## src/rtl/lut_mux_pkg.sv

```systemverilog
// Shared types and helpers for the pipelined mux-tree LUT: config FSM states,
// parameter limits and the table-size function.
package lut_mux_pkg;

    typedef enum logic [1:0] {
        CFG_IDLE,
        CFG_SHIFT,
        CFG_COMMIT
    } cfg_state_t;

    localparam int K_MAX     = 6;
    localparam int LANES_MAX = 32;

    function automatic int lut_size(input int k);
        return 1 << k;
    endfunction

endpackage

```

## src/rtl/lut_mux_level.sv

```systemverilog
// One pipeline level of the LUT mux tree: per lane, N_OUT 2:1 muxes selected by the
// lowest remaining index bit, with the higher index bits carried along in the same word.
module lut_mux_level #(
    parameter int N_OUT = 1,
    parameter int IDX_W = 1,
    parameter int LANES = 1
) (
    input  logic                                  clk,
    input  logic                                  rst,
    input  logic                                  valid_in,
    input  logic [LANES*(2*N_OUT+IDX_W)-1:0]      vec_in,
    output logic                                  valid_out,
    output logic [LANES*(N_OUT+IDX_W-1)-1:0]      vec_out
);

    localparam int W_IN  = 2*N_OUT + IDX_W;
    localparam int W_OUT = N_OUT + IDX_W - 1;

    logic [LANES*W_OUT-1:0] vec_nxt;

    // Lane word layout: {remaining index bits, mux candidates}; the select is the
    // index bit sitting just above the candidates.
    always_comb begin
        vec_nxt = '0;
        for (int l = 0; l < LANES; l++) begin
            for (int p = 0; p < N_OUT; p++) begin
                vec_nxt[l*W_OUT + p] = vec_in[l*W_IN + 2*N_OUT] ? vec_in[l*W_IN + 2*p + 1]
                                                                 : vec_in[l*W_IN + 2*p];
            end
            for (int b = 0; b < IDX_W - 1; b++) begin
                vec_nxt[l*W_OUT + N_OUT + b] = vec_in[l*W_IN + 2*N_OUT + 1 + b];
            end
        end
    end

    // Data only advances on valid items so the final stage holds across bubbles.
    always_ff @(posedge clk) begin
        if (rst) begin
            valid_out <= 1'b0;
            vec_out   <= '0;
        end else begin
            valid_out <= valid_in;
            if (valid_in) begin
                vec_out <= vec_nxt;
            end
        end
    end

endmodule

```

## src/rtl/lut_mux_tree_pipe.sv

```systemverilog
// Runtime-programmable K-input LUT, LANES lanes sharing one table, K-stage mux-tree pipeline.
// Optional macro LUT_CFG_READBACK_EN adds the cfg_out shadow readback port.
module lut_mux_tree_pipe
    import lut_mux_pkg::*;
#(
    parameter int K     = 2,
    parameter int LANES = 1
) (
    input  logic                 clk,
    input  logic                 rst,
    input  logic                 cfg_start,
    input  logic                 cfg_en,
    input  logic                 cfg_bit,
    output logic                 cfg_done,
    input  logic                 in_valid,
    input  logic [LANES*K-1:0]   in_data,
    output logic                 out_valid,
    output logic [LANES-1:0]     out_data
`ifdef LUT_CFG_READBACK_EN
    ,
    output logic                 cfg_out
`endif
);

    localparam int T  = lut_size(K);
    localparam int CW = $clog2(T) + 1;

    if (K < 1 || K > K_MAX || LANES < 1 || LANES > LANES_MAX) begin : g_bad_param
        $error("lut_mux_tree_pipe: K or LANES out of range");
    end

    logic [T-1:0]  table_q;
    logic [T-1:0]  shadow_q;
    logic [CW-1:0] cnt_q;
    cfg_state_t    state_q;
    cfg_state_t    state_d;

    // A start pulse always wins; a commit in flight still lands because the table
    // write below keys off the current state, not the next one.
    always_comb begin
        state_d  = state_q;
        cfg_done = 1'b0;
        case (state_q)
            CFG_IDLE:   state_d = CFG_IDLE;
            CFG_SHIFT:  if (cfg_en && cnt_q == CW'(T - 1)) state_d = CFG_COMMIT;
            CFG_COMMIT: begin
                cfg_done = 1'b1;
                state_d  = CFG_IDLE;
            end
            default:    state_d = CFG_IDLE;
        endcase
        if (cfg_start) begin
            state_d = CFG_SHIFT;
        end
    end

    // Shadow also shifts in idle so a committed table can be clocked back out;
    // only a load in progress advances the bit counter.
    always_ff @(posedge clk) begin
        if (rst) begin
            table_q  <= {1'b1, {(T-1){1'b0}}};
            shadow_q <= '0;
            cnt_q    <= '0;
            state_q  <= CFG_IDLE;
        end else begin
            state_q <= state_d;
            if (state_q == CFG_COMMIT) begin
                table_q <= shadow_q;
            end
            if (cfg_start) begin
                shadow_q <= '0;
                cnt_q    <= '0;
            end else if (cfg_en && state_q != CFG_COMMIT) begin
                shadow_q <= {shadow_q[T-2:0], cfg_bit};
                if (state_q == CFG_SHIFT) begin
                    cnt_q <= cnt_q + 1'b1;
                end
            end
        end
    end

`ifdef LUT_CFG_READBACK_EN
    assign cfg_out = shadow_q[T-1];
`endif

    for (genvar j = 0; j < K; j++) begin : g_lvl
        localparam int N_OUT = 1 << (K - j - 1);
        localparam int IDX_W = K - j;
        localparam int W_IN  = 2*N_OUT + IDX_W;

        logic                              valid_in;
        logic [LANES*W_IN-1:0]             vec_in;
        logic                              valid_out;
        logic [LANES*(N_OUT+IDX_W-1)-1:0]  vec_out;

        if (j == 0) begin : g_src
            // The table is read only here, so every item sees the table of its input cycle.
            always_comb begin
                vec_in = '0;
                for (int l = 0; l < LANES; l++) begin
                    vec_in[l*W_IN +: W_IN] = {in_data[l*K +: K], table_q};
                end
            end
            assign valid_in = in_valid;
        end else begin : g_chain
            assign vec_in   = g_lvl[j-1].vec_out;
            assign valid_in = g_lvl[j-1].valid_out;
        end

        lut_mux_level #(
            .N_OUT (N_OUT),
            .IDX_W (IDX_W),
            .LANES (LANES)
        ) u_level (
            .clk       (clk),
            .rst       (rst),
            .valid_in  (valid_in),
            .vec_in    (vec_in),
            .valid_out (valid_out),
            .vec_out   (vec_out)
        );
    end

    assign out_valid = g_lvl[K-1].valid_out;
    assign out_data  = g_lvl[K-1].vec_out;

endmodule
```

## config.mk

```make
export PLATFORM = sky130hd
export DESIGN_NAME = lut_mux_tree_pipe
export DESIGN_NICKNAME = d
export VERILOG_FILES = /design/src/rtl/lut_mux_pkg.sv /design/src/rtl/lut_mux_level.sv /design/src/rtl/lut_mux_tree_pipe.sv
export SDC_FILE = /design/constraint.sdc
export NUM_CORES = 1
export LEC_CHECK = 0
export ABC_AREA = 0
export ABC_CLOCK_PERIOD_IN_PS = 1450
export CAP_MARGIN = 0
export CORE_AREA = 2 2 50 52
export DETAILED_ROUTE_END_ITERATION = 16
export DIE_AREA = 0 0 52 54
export GPL_TIMING_DRIVEN = 0
export PLACE_DENSITY = 0.59
export SETUP_SLACK_MARGIN = 0.02
export SYNTH_ARGS = -nofsm -noshare
export SYNTH_HDL_FRONTEND = slang
export SYNTH_SLANG_ARGS = --single-unit
```

## constraint.sdc

```tcl
create_clock -name clk -period 1.45 [get_ports clk]
set_clock_uncertainty 0.05 [all_clocks]
set_input_delay 0.29 -clock clk [delete_from_list [all_inputs] [get_ports clk]]
set_output_delay 0.29 -clock clk [all_outputs]
set_load 0.02 [all_outputs]
```

# == Word level (Yosys, flattened, before mapping) ==
# Cells that the tools add are included.
# Widths: inputs -> output; s select.
# word_totals
register_bits,19
out_inout_bits,3
word_cells,28
# op_classes
n_addsub,1
eq_ne,5
muxes,7
bitwise,1
reduce_logical,5
# ops
op,n
$mux 1,7
$add 3x1->3 const B,1
$eq 3x2->1 const B,1
$ne 3x3->1 const B,1
$reduce_or 3->1,1
$eq 2x1->1 const B,1
$eq 2x2->1 const B,1
$logic_and 1x1->1,2
$ne 2x2->1 const B,1
$reduce_and 2->1,1
$reduce_or 2->1,1
$not 1->1,1

# == Depth between registers and ports, before layout ==
# depth
depth_word,5
ltp_mapped,5
mapped_depth_nobuf,5

# == Cells and area by module ==
# From an unflattened synthesis, not the netlist that was laid out.
# unflattened
hier_cells,72
hier_area_um2,732.0
# by_module_without_submodules
mod,n_inst,cells_per_inst,area_each_um2,seq_area_each_um2
lut_mux_tree_pipe,1,53,516.7,260.2
lut_mux_level at g_lvl[0].u_level,1,13,142.6,80.1
lut_mux_level at g_lvl[1].u_level,1,6,72.6,40.0

# == Worst setup path before layout ==
# OpenSTA, ideal clock, no wires.
# synth_path
kind,register to register
start,reg cnt_q[0]
end,reg cnt_q[2]
t_arrival_ps,1050
required_ps,1300
slack_ps,251
path_stages_with_launch,4
period_less_slack_ps,1199
cell_sequence,dfxtp_1 -> ha_1 -> ha_1 -> a2111oi_4
# synth_between
elab_chain_cells,1
# synth_rtl
item,line_no,source
from (decl),lut_mux_tree_pipe.sv:34,logic [CW-1:0] cnt_q;
from (signal assigned),lut_mux_tree_pipe.sv:76,cnt_q <= cnt_q + 1'b1;
$add 3x1->3,lut_mux_tree_pipe.sv:76,
# Every way passes these cells.
# A chain may end at the register's enable or synchronous reset.

# == Worst setup path in the final report ==
# layout_path
start,reg state_q[1]
end,out cfg_done
# layout_between
elab_chain_cells,2
# layout_rtl
item,line_no,source
from (decl),lut_mux_tree_pipe.sv:35,cfg_state_t state_q;
from (signal assigned),lut_mux_tree_pipe.sv:66,state_q <= state_d;
$eq 2x2->1,lut_mux_tree_pipe.sv:43,case (state_q)
$mux 1,lut_mux_tree_pipe.sv:43,
to (decl),lut_mux_tree_pipe.sv:14,"output logic cfg_done,"
# Every way passes these cells.

==> impl_metrics.sql <==
INSERT INTO impl_metrics (metric_group, metric, value, unit) VALUES
('outcome', 'run_status', 'finished, final reports clean', ''),
('hold_path', 'hold_class', 'flop to flop', ''),
('sta', 'finalSetupViolCount', '0', ''),
('clock_network', 'ctsLongestPathBuffers', '2', ''),
('synth', 'yosys.area.top_type', 'dfxtp_1', ''),
('setup_path', 'critical_path_cell_by_cell', 'nand2b_4 > buf_6 > inv_4 > buf_6', ''),
('clock_network', 'cts_made_buffers', '3', ''),
('clock_network', 'root_buffer', 'clkbuf_4', ''),
('sta', 'report.final.hold_viol_count', '0', ''),
('setup_path', 'timing.critical_path.slowest_stage_cell', 'dfxtp_1', ''),
('synth', 'synthesis.area_per_instance', '10.48', 'sq um'),
('die', 'start_util', '0.3252', ''),
('synth', 'synth_fp_nets', '82', ''),
('drt', 'drt_drc_violations_left', '0', ''),
('clock_network', 'total_of_hold_buffers_inserted_after_clock_tree_synthesis', '0', ''),
('synth', 'synthesis.yosys.warnings', '0', ''),
('global_routing', 'pin_count_of_the_biggest_net_entering_global_routing', '11', ''),
('setup_path', 'critical_path.top_delay_family', 'flip-flops', ''),
('final_layout', 'final_util', '0.4159', ''),
('synth', 'synth-seq-cells', '19', ''),
('final_layout', 'layout-drive-gt1-share', '0.1889', ''),
('drt', 'first_iter_violations', '2', ''),
('drt', 'drt-vias-per-instance', '4.433', ''),
('power', 'vdd.ir_drop.worst', '0.0003883', 'V'),
('clock_network', 'clock_tree.htree_level_count', '1', ''),
('sta', 'rsz0062_at_grt', 'no', ''),
('final_layout', 'num-nets-final', '101', ''),
('drt', 'wire_length_reported_by_the_detailed_router', '1204', 'um'),
('clock_network', 'cts.clk_slew.worst_paths', '0.10', 'ns'),
('setup_path', 'critical_path_peak_fanout', '6', ''),
('hold_path', 'worst_hold_path.num_cells', '2', ''),
('die', 'die_height', '54', 'um'),
('setup_path', 'path_class', 'flop to output port', ''),
('power', 'pwr_density_cell', '921.0', 'nW/um^2'),
('drt', 'avgRoutedWirePerCell', '10.03', 'um'),
('place', 'gp_congestion', '0.6772', ''),
('sta', 'relSlewSlack', '0.7150', ''),
('synth', 'synth.top_cells.by_area', 'dfxtp_1, mux2i_1, nor2_1, nand2_1, a2111oi_4', ''),
('clock_network', 'cts_num_sinks', '19', ''),
('setup_path', 'critical_path.n_buffers_inverters', '3', ''),
('die', 'top_level_ports', '11', ''),
('global_routing', 'track_usage', '0.1058', ''),
('setup_path', 'critical_path.startpoint_type', 'flop', ''),
('synth', 'syn_inst', '72', ''),
('final_layout', 'final_cell_count_no_fill', '120', ''),
('setup_path', 'ff2ff_path_depth', '3', ''),
('global_routing', 'grt.overflow.total', '0', ''),
('die', 'fp-row-count', '18', ''),
('drt', 'detail_route.first_pass.iterations', '3', ''),
('final_layout', 'multi_input_area', '350.3', 'sq um'),
('setup_path', 'crit_cells', '4', ''),
('final_layout', 'antennaDiodeCount', '0', ''),
('place', 'placed_cells', '112', ''),
('setup_path', 'cp-end-kind', 'output port', ''),
('sta', 'post_route_clock_period_utilization', '0.9446', ''),
('final_layout', 'layout.filler_cells', '233', ''),
('die', 'full_die_area', '2808', 'sq um'),
('global_routing', 'grt_antenna_before_repair', '0', ''),
('clock_network', 'cts_tree', 'done', ''),
('sta', 'maxClockFrequency', '0.7301', 'GHz'),
('global_routing', 'first_global_vias', '516', ''),
('sta', 'slew_viol_final', '0', ''),
('sta', 'worstMarginPinSlew', '0.4275', 'ns'),
('setup_path', 'highest_cell_delay_on_the_worst_timing_path', '0.41', 'ns'),
('power', 'power.leakage', '0.0004086', 'uW'),
('final_layout', 'seqCellArea', '381.6', 'sq um'),
('global_routing', 'global_route_wire_length_before_repair', '2159', 'um'),
('synth', 'synth.yosys.seq_area_share', '0.5041', ''),
('setup_path', 'critical_path.most_common_cell', 'buf_6', ''),
('clock_network', 'clk_latency', '0.28', 'ns'),
('die', 'die_width', '52', 'um'),
('synth', 'synthDistinctLibCells', '23', ''),
('place', 'port-buffer-count', '10', ''),
('final_layout', 'syn_to_final_growth', '27.86', '%'),
('drt', 'drtAntennaViolNets', '0', ''),
('die', 'core_region_area', '2320', 'sq um'),
('sta', 'post-route-min-period', '1.370', 'ns'),
('place', 'placed_cell_area', '892.1', 'sq um'),
('final_layout', 'final_cell_area', '964.7', 'sq um'),
('place', 'dp_hpwl', '925', 'um'),
('drt', 'num_vias', '532', ''),
('synth', 'yosys.area.top_type_share', '0.5041', ''),
('setup_path', 'critPathRequiredTime', '1.11', 'ns'),
('synth', 'netlist_area', '754.5', 'sq um'),
('setup_path', 'critPathArrivalTime', '1.03', 'ns'),
('job', 'max_cap_viol_count', '0', '');
-- timing repair --
item / 4_1_cts / 5_1_grt
gates resized for setup: 11 / 3
endpoints found under the setup margin: 3 / 7
buffers inserted: 0 / 4
-- stage by stage --
step                      total power (uW)  hold slack, ns  setup WS, ns  TNS (ns)
after floorplan                      600.4          0.3043        0.2506         0
after global placement               639.8          0.4056       -0.1804    -2.534
after detailed placement             641.2          0.4111       -0.2303    -2.899
after CTS                            895.5          0.4277       0.02791         0
after global routing                 932.4          0.4761       0.02534         0
final                                888.5          0.4192       0.08037         0
-- worst paths after layout --
| kind | slack, ns | from | endpoint |
|---|---|---|---|
| max | 0.08 | state_q[1]$_SDFFE_PP0P_ | cfg_done |
| min | 0.42 | shadow_q[3]$_SDFFE_PP0P_ | shadow_q[3]$_SDFFE_PP0P_ |
| max reg2reg | 0.20 | cnt_q[0]$_SDFFE_PP0P_ | cnt_q[2]$_SDFFE_PP0P_ |
| min reg2reg | 0.42 | shadow_q[3]$_SDFFE_PP0P_ | shadow_q[3]$_SDFFE_PP0P_ |
-- kinds of logic after synthesis --
family / share of synthesized area
AOI/OAI and AO/OA: 0.09287
xor gates and xnor gates: 0.01161
adders and majority gates: 0.03316
buffers and inverters: 0.04477
DFF: 0.5041
muxes: 0.1459
and+or+nand+nor: 0.1675
-- placed cells by master, fill, tap and decap left out --
master           synthesis  final
a211oi_1                 3      3
clkdlybuf4s50_1          0      7
nor2b_1                  2      2
mux2i_1                 11     11
nor3_1                   1      1
o21ai_0                  1      1
nor2_1                   9      8
nand3_1                  1      1
ha_1                     2      2
dlygate4sd2_1            0      2
nor2_4                   1      1
dfxtp_1                 19     18
inv_4                    0      1
a31oi_1                  1      1
and2_0                   1      1
dfxtp_2                  0      1
a2111oi_4                1      1
and3b_1                  1      1
and3_2                   1      1
a211o_1                  1      1
inv_1                    3      2
buf_4                    1      4
clkbuf_4                 0      3
clkbuf_1                 1      2
xnor2_1                  1      1
nand2_1                  8      8
buf_6                    1      3
nand2b_4                 0      1
nor2_2                   0      1
-- report_power, final --
part	internal, uW	leakage (uW)	total (uW)	switching, uW
registers	536	0.000155	544	7.59
logic	46.2	0.000239	87.2	40.9
clock network	107	0.0000150	257	151
total	689	0.000409	888	199
-- synth_stat cells --
master,number
nor2b_1,2
and3_2,1
ha_1,2
nor3_1,1
nor2_1,9
o21ai_0,1
and3b_1,1
nand2b_1,1
nor2_4,1
a211o_1,1
buf_6,1
inv_1,3
a211oi_1,3
xnor2_1,1
clkbuf_1,1
and2_0,1
nand2_1,8
nand3_1,1
mux2i_1,11
buf_4,1
a2111oi_4,1
dfxtp_1,19
a31oi_1,1
-- cell type report --
cell class,instances,area share
plain buffers,3,0.02724
clock buffers,4,0.02724
inverters,3,0.01427
multi-input cells,47,0.3632
flip-flops and latches,19,0.3956
well taps,30,0.03891
repair buffers,14,0.1336
-- per-layer routing --
| layer | global-route usage | wire (um) | up-vias |
|---|---|---|---|
| met2 | 0.1857 | 580 | 8 |
| li1 | - | - | 281 |
| met4 | 0.06579 | 20 | 0 |
| met3 | 0.02500 | 31 | 2 |
| met1 | 0.1151 | 572 | 241 |
| met5 | 0 | 0 | - |
-- registers in the layout, summed over array words and instances (netlist names) --
register	flops
g_lvl.u_level.valid_out	2
g_lvl.u_level.vec_out	4
table_q	4
shadow_q	4
cnt_q	3
state_q	2
-- tightest hold or removal path, stage by stage (launching register included) --
cell and delay [ns]:
dfxtp_1 0.32, nand2_1 0.05, mux2i_1 0.05
(Power assumes the default switching activity.)
